## src/rtl/seq_alu_nbit.sv

```systemverilog
`default_nettype none
// ============================================================================
//  Module      : seq_alu_nbit
//  Description : Sequential unsigned ALU with W-bit operands. ADD and SUB
//                take one cycle. MUL is a shift-add unit that handles one
//                multiplier bit per cycle. DIV is a restoring divider that
//                produces one quotient bit per cycle. The result is 2W bits
//                wide and comes with a flag bit.
//  Revision    : 1.0  initial release
// ============================================================================
module seq_alu_nbit #(
    parameter int W = 4
) (
    input  logic             clk,
    input  logic             rst,
    input  logic [W-1:0]     inA,
    input  logic [W-1:0]     inB,
    input  logic             btnLoadA,
    input  logic             btnLoadB,
    input  logic [1:0]       op,
    input  logic             start,
    output logic [2*W-1:0]   result,
    output logic             flag_out,
    output logic             busy,
    output logic             done
);

    localparam int CW = $clog2(W);
    localparam logic [CW-1:0] c_lastCnt = CW'(W - 1);

    localparam logic [1:0] c_opAdd = 2'b00;
    localparam logic [1:0] c_opSub = 2'b01;
    localparam logic [1:0] c_opMul = 2'b10;
    localparam logic [1:0] c_opDiv = 2'b11;

    typedef enum logic [1:0] {
        IDLE = 2'd0,
        CALC = 2'd1,
        DONE = 2'd2
    } state_t;

    state_t         r_state;
    state_t         w_stateNext;

    logic [W-1:0]   r_regA;
    logic [W-1:0]   r_regB;
    logic [1:0]     r_op;
    logic [CW-1:0]  r_cnt;
    logic [W-1:0]   r_opA;      // addend, minuend, or the dividend/quotient shift register
    logic [W-1:0]   r_opB;      // addend, subtrahend, multiplier shift register, or divisor
    logic [2*W-1:0] r_mcand;    // multiplicand, shifted left once per step
    logic [2*W-1:0] r_acc;      // partial product
    logic [W-1:0]   r_rem;      // partial remainder
    logic [2*W-1:0] r_result;
    logic           r_flag;

    logic [W:0]     w_sum;
    logic [2*W-1:0] w_diff;
    logic [2*W-1:0] w_mulAcc;
    logic [W:0]     w_trial;
    logic           w_ge;
    logic [W-1:0]   w_remSub;
    logic [W-1:0]   w_remNext;
    logic [W-1:0]   w_quoNext;
    logic           w_divZero;
    logic           w_finish;
    logic [2*W-1:0] w_resNext;
    logic           w_flagNext;

    assign w_sum     = {1'b0, r_opA} + {1'b0, r_opB};
    assign w_diff    = {{W{1'b0}}, r_opA} - {{W{1'b0}}, r_opB};
    assign w_mulAcc  = r_acc + (r_opB[0] ? r_mcand : {(2*W){1'b0}});

    // Restoring-division step: shift the next dividend bit into the remainder.
    // When the trial value is >= the divisor, the true difference is below
    // 2^W, so a W-bit subtraction is exact.
    assign w_trial   = {r_rem, r_opA[W-1]};
    assign w_ge      = (w_trial >= {1'b0, r_opB});
    assign w_remSub  = w_trial[W-1:0] - r_opB;
    assign w_remNext = w_ge ? w_remSub : w_trial[W-1:0];
    assign w_quoNext = {r_opA[W-2:0], w_ge};
    assign w_divZero = (r_opB == {W{1'b0}});

    assign result    = r_result;
    assign flag_out  = r_flag;

    // Decide whether this CALC cycle is the last one, and what the result and flag become
    always_comb begin
        w_finish   = 1'b0;
        w_resNext  = r_result;
        w_flagNext = r_flag;
        case (r_op)
            c_opAdd: begin
                w_finish   = 1'b1;
                w_resNext  = {{(W-1){1'b0}}, w_sum};
                w_flagNext = w_sum[W];
            end
            c_opSub: begin
                w_finish   = 1'b1;
                w_resNext  = w_diff;
                w_flagNext = (r_opA < r_opB);
            end
            c_opMul: begin
                w_finish   = (r_cnt == c_lastCnt);
                w_resNext  = w_mulAcc;
                w_flagNext = |w_mulAcc[2*W-1:W];
            end
            default: begin
                if (w_divZero) begin
                    w_finish   = 1'b1;
                    w_resNext  = {r_opA, {W{1'b1}}};
                    w_flagNext = 1'b1;
                end else begin
                    w_finish   = (r_cnt == c_lastCnt);
                    w_resNext  = {w_remNext, w_quoNext};
                    w_flagNext = 1'b0;
                end
            end
        endcase
    end

    // State register
    always_ff @(posedge clk or posedge rst) begin
        if (rst) begin
            r_state <= IDLE;
        end else begin
            r_state <= w_stateNext;
        end
    end

    // Next-state logic and the status outputs decoded from the state
    always_comb begin
        w_stateNext = r_state;
        busy        = 1'b0;
        done        = 1'b0;
        case (r_state)
            IDLE: begin
                if (start) begin
                    w_stateNext = CALC;
                end
            end
            CALC: begin
                busy = 1'b1;
                if (w_finish) begin
                    w_stateNext = DONE;
                end
            end
            DONE: begin
                done        = 1'b1;
                w_stateNext = IDLE;
            end
            default: begin
                w_stateNext = IDLE;
            end
        endcase
    end

    // Operand loads, operand capture at start, iteration steps, result register
    always_ff @(posedge clk or posedge rst) begin
        if (rst) begin
            r_regA   <= '0;
            r_regB   <= '0;
            r_op     <= '0;
            r_cnt    <= '0;
            r_opA    <= '0;
            r_opB    <= '0;
            r_mcand  <= '0;
            r_acc    <= '0;
            r_rem    <= '0;
            r_result <= '0;
            r_flag   <= 1'b0;
        end else begin
            if (btnLoadA) begin
                r_regA <= inA;
            end
            if (btnLoadB) begin
                r_regB <= inB;
            end
            case (r_state)
                IDLE: begin
                    // Operands are taken from the holding registers before
                    // any load on this same edge.
                    if (start) begin
                        r_op    <= op;
                        r_opA   <= r_regA;
                        r_opB   <= r_regB;
                        r_mcand <= {{W{1'b0}}, r_regA};
                        r_acc   <= '0;
                        r_rem   <= '0;
                        r_cnt   <= '0;
                    end
                end
                CALC: begin
                    r_cnt <= r_cnt + CW'(1);
                    if (r_op == c_opMul) begin
                        r_acc   <= w_mulAcc;
                        r_mcand <= r_mcand << 1;
                        r_opB   <= r_opB >> 1;
                    end else if (r_op == c_opDiv) begin
                        r_rem   <= w_remNext;
                        r_opA   <= w_quoNext;
                    end
                    if (w_finish) begin
                        r_result <= w_resNext;
                        r_flag   <= w_flagNext;
                    end
                end
                default: begin
                end
            endcase
        end
    end

endmodule
`default_nettype wire

```

## config.mk

```make
export PLATFORM = sky130hd
export DESIGN_NAME = seq_alu_nbit
export DESIGN_NICKNAME = d
export VERILOG_FILES = /design/src/rtl/seq_alu_nbit.sv
export SDC_FILE = /design/constraint.sdc
export NUM_CORES = 1
export LEC_CHECK = 0
export ABC_CLOCK_PERIOD_IN_PS = 2400
export CORE_MARGIN = 2
export CORE_UTILIZATION = 25
export DETAILED_ROUTE_END_ITERATION = 7
export PLACE_DENSITY_LB_ADDON = 0.1
export SLEW_MARGIN = 20
export SYNTH_ARGS = -nofsm -noshare
export SYNTH_HDL_FRONTEND = slang
export SYNTH_SLANG_ARGS = --single-unit
```

## constraint.sdc

```tcl
create_clock -name clk -period 2.4 [get_ports clk]
set_input_delay 0.48 -clock clk [delete_from_list [all_inputs] [get_ports clk]]
set_output_delay 0.48 -clock clk [all_outputs]
set_load 0.02 [all_outputs]
```

# Yosys cells after proc, flatten, opt, wreduce, memory -nomap -nowiden
# Index checks and enable logic that the tools add are counted.
dict set report classes {
  eq_ne 11
  n_mux 32
  magnitude_cmp 2
  n_reduce_logical 12
  addsub 5
}
# op count
set ops {}
lappend ops {{8-bit two-way mux} 6}
lappend ops {{4-bit two-way mux} 9}
lappend ops {{8-bit case mux with 2 select lines} 2}
lappend ops {{4-bit case mux with 2 select lines} 3}
lappend ops {{8-bit case mux with 3 select lines} 1}
lappend ops {{2-bit != test (second input constant)} 5}
lappend ops {{8-bit adder} 1}
lappend ops {{2-bit == test (second input constant)} 4}
lappend ops {{2-bit case mux with 2 select lines} 2}
lappend ops {{2-bit AND reduction} 4}
lappend ops {{2-bit two-way mux} 3}
lappend ops {{4-bit by 4-bit adder with 5-bit output} 1}
lappend ops {{5-bit by 4-bit >= comparator with 1-bit output} 1}
lappend ops {{4-bit by 4-bit subtractor with 5-bit output} 1}
lappend ops {{2-bit by 1-bit == test with 1-bit output (second input constant)} 2}
lappend ops {{2-bit zero test} 2}
lappend ops {{4-bit zero test} 1}
lappend ops {{4-bit less-than comparator} 1}
lappend ops {{1-bit two-way mux} 4}
lappend ops {{4-bit AND reduction} 1}
lappend ops {{4-bit OR reduction} 1}
lappend ops {{4-bit subtractor} 1}
lappend ops {{1-bit case mux with 3 select lines} 1}
lappend ops {{3-bit AND reduction} 1}
lappend ops {{4 further kinds} 4}
dict set report word_totals {
  inputBits 15
  word_cells 74
  regBits 51
  output_inout_bits 11
}

# Logic depth before layout (Yosys ltp)
# Gate-level depths: netlist (run 1).
dict set report depth {
  word_depth 5
  depth_mapped 10
  mapped_depth_nobuf 9
}

# Worst setup path before layout (run 1)
# Ideal clock, no wire load.
dict set report synth_path {
  path_kind {flip-flop to flip-flop}
  startpoint {reg r_opB[1]}
  endpoint {reg r_rem[2]}
  required_ns 2.278
  path_slack_ns 0.046
  stages_incl_launch_ff 8
  synth_period_minus_slack_ns 2.354
  t_arrival_ns 2.232
  setup_time_ns 0.122
  cell_sequence {dfrtp_1 -> inv_1 -> ha_1 -> nor2b_1 -> o31a_1 -> nor4_4 -> mux2_2 -> a32o_1}
}
dict set report synth_via {
  elab_chain_cells 5
  word_cells_on_any_way 6
}
# element line_no
set synth_rtl {}
lappend synth_rtl {{start: declaration} 50} ;# logic [W-1:0] r_opB;
lappend synth_rtl {{start signal: assignment} 186} ;# r_opB <= r_regB;
lappend synth_rtl {{start signal: assignment} 198} ;# r_opB <= r_opB >> 1;
lappend synth_rtl {{4-bit subtractor or 5-bit by 4-bit >= comparator with 1-bit output (tied branches)} {79, 78}}
lappend synth_rtl {{4-bit two-way mux *} 80} ;# assign w_remNext = w_ge ? w_remSub : w_trial[W-1:0];
lappend synth_rtl {{4-bit two-way mux *} 199} ;# end else if (r_op == c_opDiv) begin
lappend synth_rtl {{4-bit two-way mux *} 195} ;# if (r_op == c_opMul) begin
lappend synth_rtl {{4-bit case mux with 2 select lines *} 179} ;# case (r_state)
lappend synth_rtl {{end signal: assignment} 200} ;# r_rem <= w_remNext;
lappend synth_rtl {{end: declaration} 53} ;# logic [W-1:0] r_rem;
# Mark *: on every way between the ends. The rest lies on a longest branch, timed or not. The select of a mux whose other input is x is not followed.
# A chain may end at the register's enable or synchronous reset.

# Final worst setup path (run 1)
dict set report layout_path {
  startpoint {reg r_opB[0]}
  endpoint {reg r_result[7] (netlist: result[7])}
}
dict set report layout_via {
  elab_chain_cells 4
  word_cells_on_any_way 12
}
# element line_no
set layout_rtl {}
lappend layout_rtl {{4-bit subtractor (tied with other cells)} 79} ;# assign w_remSub = w_trial[W-1:0] - r_opB;
lappend layout_rtl {{4-bit two-way mux or 1-bit two-way mux (tied branches)} {80, 109}}
lappend layout_rtl {{8-bit two-way mux or 1-bit case mux with 2 select lines (tied branches)} {109, 92}}
lappend layout_rtl {{8-bit case mux with 3 select lines or 2-bit AND reduction (tied branches)} n/a}
lappend layout_rtl {{end signal: assignment} 204} ;# r_result <= w_resNext;
lappend layout_rtl {{end: declaration} 54} ;# logic [2*W-1:0] r_result;
# Parallel ways exist; a longest one is shown, timed or not.

==> results of run 1 <==
sequential cells by signal (all words and copies together) (netlist names):
signal and flops:
r_regB 4, r_rem 4, r_state 2, r_opB 4
flag_out 1, r_regA 4, r_cnt 2, r_mcand 8
r_op 2, r_opA 4, result 8, r_acc 8
power by group:
group | internal (mW) | switching [mW] | total, mW
clock | 0.487 | 0.329 | 0.816
sequential | 1.16 | 0.270 | 1.43
combinational | 1.48 | 1.82 | 3.30
total | 3.13 | 2.42 | 5.55
per-stage QoR:
step,instances,hold slack (ns),power (mW)
final,546,0.497,5.55
after global routing,546,0.518,6.04
after CTS,544,0.500,5.57
after detailed placement,537,0.481,4.73
after global placement,537,0.476,4.76
after floorplan,325,0.446,3.45
per-layer routing:
metal	global-route usage [%]	wire length [um]	part of all wire, %	up-vias
met2	23.5	4110	46	48
met4	3.57	95	1.1	0
li1	-	-	-	1291
met5	0	0	0	-
met3	2.46	289	3.3	7
met1	19.5	4390	49	1256
worst max-delay path, stage by stage (launching register included):
cell     delay [ns]
dfrtp_2        0.44
buf_4          0.15
and2_1         0.16
ha_2           0.38
inv_1          0.09
o21a_1         0.20
a211o_1        0.30
a31oi_1        0.18
a311o_1        0.17
a21oi_2        0.06
final cells by class:
class                   count  area [um^2]
fillers                  1293         8140
clock inverters             2         37.5
flip-flops and latches     51         1280
well taps                 168          210
multi-input cells         248         1770
clock buffers               5          125
repair buffers             56          495
inverters                  16         60.1
layout by cell type, fill, tap and decap left out, types with 6 or more instances in the layout:
master            n
inv_1            14
nand2_1          40
o21ai_0          26
a22o_1           10
dfrtp_1          50
mux2_2           10
a21oi_1          21
and2_1           12
ha_1             18
nor2_1           21
clkdlybuf4s50_1  25
a31oi_1           9
buf_4            30
a21o_1            6
path summary, 6_finish.rpt:
check                      cells after the start  slack [ns]        end      start
min in group asynchronous                      3        0.55   r_cnt[0]        rst
setup reg to reg                               9        0.13  result[7]   r_opB[0]
setup / recovery                               9        0.13  result[7]   r_opB[0]
max in group asynchronous                      3        1.59   r_opB[0]        rst
hold / removal                                 1        0.50  r_regA[2]  r_regA[2]
hold reg to reg                                1        0.50  r_regA[2]  r_regA[2]
repair_timing:
item / 4_1_cts / 5_1_grt
endpoints found under the setup margin: 0 / 4
gates resized for setup: 0 / 6
buffers inserted: 0 / 2
cell families after synthesis:
kind of cell | count (synthesis)
mux | 15
flops | 51
compound gates | 100
simple gates | 101
xor+xnor | 8
buf+inv | 26
fa+ha+maj | 24
==> impl_metrics.py, run 1 <==
metrics = {
    "run_status": {
        "status": "completed",
    },
    "global_routing": {
        "globalRouteTotalUtil_pct": 14.2,
        "first_global_vias": 2596,
        "gr-total-overflow": 0,
        "grt_first_pass_wirelength_um": 14400,
        "pin_count_of_the_biggest_net_entering_global_routing": 52,
        "antenna_violations_before_repair": 0,
    },
    "synthesis": {
        "postSynthNetCount": 364,
        "synthDominantCellAreaShare_pct": 40.8,
        "postSynth.asyncResetShare_pct": 100,
        "yosysUniqueCellTypes": 52,
        "postSynth.topFlopCell": "dfrtp_1",
        "synth_sequential_area_ratio_pct": 40.8,
        "cell_types_with_the_largest_area_share_after_synthesis": "dfrtp_1 (41%), ha_1 (8.0%), nand2_1 (4.8%)",
        "yosysWarningCount": 0,
        "postSynthCellCount": 325,
        "synth_compound_area_share_pct": 20.9,
        "synth_top_family_by_area": "compound AO/OA/AOI/OAI gates",
        "ys_top_cells_by_count": "dfrtp_1 (51), nand2_1 (40), o21ai_0 (26)",
        "avgSynthCellArea_um2": 9.63,
        "synth.ff_latch_count": 51,
        "synthesis.area_mm2": 0.00313,
        "synth_xor_xnor_area_share_pct": 2.24,
        "synthMostInstantiatedCell": "dfrtp_1",
        "synth_edf_count": 0,
        "yosys.area_share.simple_pct": 16.6,
        "synth_fa_ha_area_share_pct": 10.6,
        "muxShareOfSynthArea_pct": 5.76,
        "synth_area_leader_cell": "dfrtp_1",
    },
    "sta": {
        "max_clock_freq_mhz": 440,
        "timing.setup.tns_ns": 0,
        "finalHoldViolations": 0,
        "finalMaxSlewViolations": 0,
        "min_period_ns": 2.27,
        "setup_viol": 0,
        "setup_ws_ns": 0.126,
        "tightestPinTransition_ns": 0.845,
        "min_period_over_period_pct": 94.8,
        "maxSlewHeadroom_pct": 43.6,
        "worst_clk_skew_ns": 0.00534,
        "setup_repair_after_global_routing_missed_its_margin": "no",
    },
    "floorplan": {
        "core_area_mm2": 0.0121,
        "dieWidth_um": 116,
        "initial_utilization_pct": 25.8,
        "design.portCount": 26,
        "die-height_um": 116,
        "standard_cell_rows": 40,
        "fp.dieArea_mm2": 0.0134,
    },
    "pwr": {
        "power.ir.vdd_worst_v": 0.000338,
        "powerDensity_mw_per_mm2": 1400,
        "p_leak_nw": 1.75,
    },
    "clock_tree": {
        "clock_tree.root_cell": "clkbuf_16",
        "cts.htree.levels": 2,
        "post_cts_hold_buffer_count": 0,
        "clkTransAtPathRegs_ns": 0.07,
        "tritoncts": "built",
        "cts.sink_count": 51,
        "clock_path_buffers": 2,
        "clock_insertion_delay_worst_skew_ns": 0.29,
        "numCtsBuffers": 5,
    },
    "cells_and_area": {
        "antennaDiodeCount": 0,
        "synthToLayoutAreaGrowth_pct": 27.0,
        "stdcell_area_mm2": 0.00398,
        "finalCoreUtilization_pct": 32.8,
        "final_nets": 417,
        "fraction_of_final_layout_cells_with_drive_strength_greater_than_1_pct": 16.9,
    },
    "drt": {
        "detail_route.wl_per_cell_um": 16.3,
        "antenna_violating_nets_post_route": 0,
        "drt_iter0_markers": 112,
        "route.detailed.drc": 0,
        "postRouteWirelength_um": 8880,
        "vias": 2602,
        "drtPass1Iterations": 4,
        "viasPerCell": 4.77,
    },
    "critical_path": {
        "arrival_ns": 2.44,
        "setup.worst_path.start_class": "flip-flop",
        "worst_ep_required_time_ns": 2.57,
        "crit_path_max_fanout": 7,
        "worstSetupEndpointType": "flip-flop",
        "crit_type": "flip-flop to flip-flop",
    },
    "placement": {
        "place_hpwl_um": 6860,
        "place.gp.congestion": 0.782,
        "port_buffers": 25,
        "placed_area_mm2": 0.00378,
        "pre_cts_ws_ns": 0.0757,
    },
    "min_path": {
        "worst_hold_class": "flip-flop to flip-flop",
    },
    "job": {
        "drv.max_cap_violation_count": 0,
    },
}
Note: power is estimated with default switching activity, not from simulation.
==> inputs of run 2 (changes only) <==
Settings changed: CTS_CLUSTER_DIAMETER from default to 50.
==> results of run 2 <==
Same layout as run 1: the final DEF is identical, and so are final timing and power.
